===== config.mk =====
export PLATFORM = sky130hd
export DESIGN_NAME = mux_rr_reg
export DESIGN_NICKNAME = d
export VERILOG_FILES = /design/src/rtl/mux_rr_reg.sv
export SDC_FILE = /design/constraint.sdc
export NUM_CORES = 1
export LEC_CHECK = 0
export CAP_MARGIN = 20
export CORE_AREA = 2 2 54 56
export DETAILED_ROUTE_END_ITERATION = 7
export DIE_AREA = 0 0 56 58
export PLACE_DENSITY_LB_ADDON = 0.25
export SYNTH_ARGS = -nofsm -noshare
export SYNTH_HDL_FRONTEND = slang
export SYNTH_SLANG_ARGS = --single-unit

===== constraint.sdc =====
create_clock -name clk -period 4.8 [get_ports clk]
set_input_delay 0.72 -clock clk [delete_from_list [all_inputs] [get_ports clk]]
set_output_delay 0.72 -clock clk [all_outputs]
set_load 0.01 [all_outputs]

===== src/rtl/mux_rr_reg.sv =====
// N-input registered multiplexer with valid/ready on every channel.
// Fixed-select or round-robin channel choice feeding one output register.
module mux_rr_reg #(
   parameter int WIDTH = 8,
   parameter int N     = 4,
   parameter int SEL_W = $clog2(N)
) (
   input  logic               clk,
   input  logic               rst,
   input  logic               mode,
   input  logic [SEL_W-1:0]   sel,
   input  logic [N*WIDTH-1:0] d,
   input  logic [N-1:0]       d_valid,
   output logic [N-1:0]       d_ready,
   output logic [WIDTH-1:0]   q,
   output logic               q_valid,
   input  logic               q_ready,
   output logic [SEL_W-1:0]   q_src
);

   // Result layout for the pick functions: {hit, index}.
   function automatic logic [SEL_W:0] fixed_pick(input logic [N-1:0] valid,
                                                 input logic [SEL_W-1:0] s);
      logic [SEL_W:0] res;
      res = '0;
      for (int i = 0; i < N; i++)
         if (i == int'(s)) res = {valid[i], SEL_W'(i)};
      return res;
   endfunction

   // Scan base, base+1, ... modulo N; walking backwards leaves the first hit.
   function automatic logic [SEL_W:0] rr_pick(input logic [N-1:0] valid,
                                              input logic [SEL_W-1:0] base);
      logic [SEL_W:0] res;
      int             idx;
      res = '0;
      for (int k = N - 1; k >= 0; k--) begin
         idx = int'(base) + k;
         if (idx >= N) idx = idx - N;
         for (int i = 0; i < N; i++)
            if (i == idx && valid[i]) res = {1'b1, SEL_W'(i)};
      end
      return res;
   endfunction

   function automatic logic [SEL_W-1:0] wrap_inc(input logic [SEL_W-1:0] idx);
      if (int'(idx) >= N - 1) return '0;
      return idx + 1'b1;
   endfunction

   logic [WIDTH-1:0] data_p1;
   logic             vld_p1;
   logic [SEL_W-1:0] src_p1;
   logic [SEL_W-1:0] ptr;

   logic [SEL_W:0]   fx_res;
   logic [SEL_W:0]   rr_res;
   logic [SEL_W-1:0] grant;
   logic             hit;
   logic             free;
   logic             accept;
   logic [WIDTH-1:0] data_p0;

   // Stage 0: grant selection and accept, purely combinational.
   always_comb begin
      fx_res  = fixed_pick(d_valid, sel);
      rr_res  = rr_pick(d_valid, ptr);
      grant   = mode ? rr_res[SEL_W-1:0] : fx_res[SEL_W-1:0];
      hit     = mode ? rr_res[SEL_W] : fx_res[SEL_W];
      free    = !vld_p1 || q_ready;
      accept  = free && hit && !rst;
      d_ready = '0;
      data_p0 = '0;
      for (int i = 0; i < N; i++) begin
         if (i == int'(grant)) begin
            d_ready[i] = accept;
            data_p0    = d[i*WIDTH +: WIDTH];
         end
      end
   end

   // Stage 1: output register; async reset drops any held word at once.
   always_ff @(posedge clk or posedge rst) begin
      if (rst) begin
         data_p1 <= '0;
         vld_p1  <= 1'b0;
         src_p1  <= '0;
         ptr     <= '0;
      end else if (accept) begin
         data_p1 <= data_p0;
         vld_p1  <= 1'b1;
         src_p1  <= grant;
         if (mode) ptr <= wrap_inc(grant);
      end else if (vld_p1 && q_ready) begin
         vld_p1  <= 1'b0;
      end
   end

   assign q       = data_p1;
   assign q_valid = vld_p1;
   assign q_src   = src_p1;

endmodule


==> results.json <==
{
  "die_area_sq_mm": 0.00325,
  "final_hold_viol_count": 0,
  "clockRootBuffer": "clkbuf_4",
  "synth_seq_cells": 13,
  "relSlewSlack": 0.639,
  "setup_tns_ps": 0,
  "htreeDepth": 1,
  "max_slew.worst_pin.slew_ps": 541,
  "final_common_cell": "clkdlybuf4s50_1",
  "wire_per_inst_microns": 13.3,
  "path_cells": "clkdlybuf4s50_1 -> nor2b_1 -> mux2i_1 -> a221oi_1 -> o22a_1 -> ha_1 -> and2_2 -> clkdlybuf4s50_1",
  "vias": 1017,
  "ios": 57,
  "cp-start-kind": "primary input",
  "grt_pass1_vias": 1024,
  "worst_ep_arrival_time_ps": 3310,
  "crit_required_ps": 4080,
  "cts_buffers": 3,
  "area_growth_pct": 57.6,
  "syn-cell-area_sq_mm": 0.00103,
  "clock_skew_ps": 6.41,
  "via_per_inst": 5.11,
  "yosysWarnings": 0,
  "synth.distinct_cells": 31,
  "setup_viol_count_final": 0,
  "drive_above_1_share": 0.143,
  "grt_overflow": 0,
  "status": "complete, no violations",
  "dp_hpwl_microns": 2080,
  "cts_tree": "yes",
  "hold_path_class": "flop to flop",
  "seq_area_frac_synth": 0.315,
  "post_cts_buffers": 0,
  "drt_iter0_drc": 16,
  "wl_microns": 2650,
  "layout_common_cells": "clkdlybuf4s50_1, o21ai_0, nand2_1",
  "leakagePower_nw": 0.676,
  "slowest_stage": "clkdlybuf4s50_1",
  "io_buffers": 56,
  "antenna_found_initial": 0,
  "die_w_microns": 56,
  "critical_path.most_common_cell": "clkdlybuf4s50_1",
  "clk_latency_ps": 280,
  "clock-sinks": 13,
  "maxCapViolations": 0,
  "die_height_microns": 58,
  "clock_path_buffers": 2,
  "grt_pass1_wl_microns": 4530,
  "placementRows": 19,
  "slew_violations": 0,
  "fmax_mhz": 248,
  "holdWs_ps": 513,
  "rsz0062_at_grt": "false",
  "coreArea_sq_mm": 0.00266,
  "regArea_sq_um": 325,
  "cp-end-kind": "output port",
  "initial_utilization": 0.388,
  "track_usage": 0.174,
  "min_period_over_period": 0.839,
  "cp_max_fo": 11,
  "fin_crit_ps": 4030,
  "grt_start_max_net_pins": 18,
  "cts.repair.resized": 0,
  "peakVddDrop_uv": 239,
  "post-route-drc-count": 0,
  "critPathKind": "primary input to output port",
  "nFillCells": 263,
  "syn_nets": 161,
  "antenna_cells": 0,
  "fin_nets": 215,
  "p_per_area_mw_per_mm2": 378,
  "drtAntennaViolNets": 0,
  "synthesis.instances": 115,
  "dr.pass1.iters": 4,
  "gp_congestion": 0.754,
  "synth.avg_cell_area_sq_um": 8.98,
  "hold_buffers": 0,
  "clk_pin_slew_ps": 80,
  "multi_input_area_sq_um": 642,
  "slowest_delay_ps": 580
}
## per-stage QoR
stage               setup slack [ps]  instances  power, W   util  area, sq um
global placement                 858        195  0.000546  0.601         1600
global route                     588        199  0.000670  0.611         1630
finish                           774        199  0.000615  0.611         1630
detailed placement               792        195  0.000552  0.601         1600
floorplan                       1820        115  0.000394      -         1030
CTS                              770        199  0.000623  0.611         1630
## critical path: cells and delay by family
| family | cells | cell delay (ps) |
|---|---|---|
| AND/OR/NAND/NOR | 2 | 380 |
| multiplexers | 1 | 80 |
| adder cells (fa/ha/maj) | 1 | 400 |
| AO/OA/AOI/OAI | 2 | 610 |
| buffers and inverters | 2 | 1110 |
## cells by family (layout without fill, tap and decap cells)
group	after synthesis	in the layout	share of synthesized area
compound gates	37	37	0.255
fa+ha+maj	4	4	0.0485
buf+inv	15	68	0.0630
flops	13	13	0.315
mux	13	13	0.154
simple gates	33	33	0.165
## metal layers
metal	vias to the layer above	global-route usage	wire (microns)
met3	2	0.0491	157
met5	-	0	0
met1	464	0.215	1180
li1	519	-	-
met4	0	0.0510	17
met2	32	0.297	1300
## sequential cells by signal (all words and copies together) (netlist names)
name,cells
ptr,2
q,8
q_src,2
q_valid,1
## Yosys cell counts
| master | instances | share of area |
|---|---|---|
| o21ai_0 | 18 | 0.087 |
| nand2_1 | 16 | 0.058 |
| dfrtp_1 | 13 | 0.32 |
| a221o_1 | 7 | 0.068 |
| inv_1 | 7 | 0.025 |
| mux2_2 | 7 | 0.076 |
| clkbuf_1 | 6 | 0.022 |
| nor2b_1 | 5 | 0.030 |
| and2_2 | 4 | 0.029 |
| ha_1 | 4 | 0.048 |
| mux2_4 | 4 | 0.058 |
| a21oi_1 | 3 | 0.015 |
| mux2i_1 | 2 | 0.019 |
| nor2_1 | 2 | 0.0073 |
| a211oi_2 | 1 | 0.012 |
| a21o_1 | 1 | 0.0073 |
| a21oi_4 | 1 | 0.016 |
| a221oi_1 | 1 | 0.0085 |
| buf_6 | 1 | 0.011 |
| clkbuf_2 | 1 | 0.0048 |
| nand2_2 | 1 | 0.0061 |
| nand2b_1 | 1 | 0.0061 |
| nand3_1 | 1 | 0.0048 |
| nor3_1 | 1 | 0.0048 |
| nor4_2 | 1 | 0.012 |
| o2111ai_1 | 1 | 0.0085 |
| o22a_1 | 1 | 0.0085 |
| o22ai_1 | 1 | 0.0061 |
| o311a_1 | 1 | 0.0097 |
| o41ai_1 | 1 | 0.0085 |
| or2_2 | 1 | 0.0061 |
## final timing paths
kind / startpoint / endpoint / slack, ps / depth (start not counted)
worst max-delay path: d_valid[1] / d_ready[1] / 770 / 8
worst min-delay path: q[0] / q[0] / 510 / 1
worst max register to register: ptr[0] / q[7] / 2040 / 10
worst min register to register: q[0] / q[0] / 510 / 1
max in group asynchronous: rst / q_src[0] / 3640 / 2
min in group asynchronous: rst / q[3] / 820 / 2
## power by group
part,internal (W),switching [W],leakage (nW)
Sequential,0.000157,0.0000378,0.159
Clock,0.0000322,0.0000361,0.0150
Combinational,0.000211,0.000141,0.502
Total,0.000401,0.000215,0.676
## area by class of cell
type                    instances  area share
clock buffers                   4      0.0162
inverters                       7      0.0162
multi-input cells              87       0.395
flip-flops and latches         13       0.200
well taps                      31      0.0238
repair buffers                 57       0.349
(Power assumes the default switching activity.)
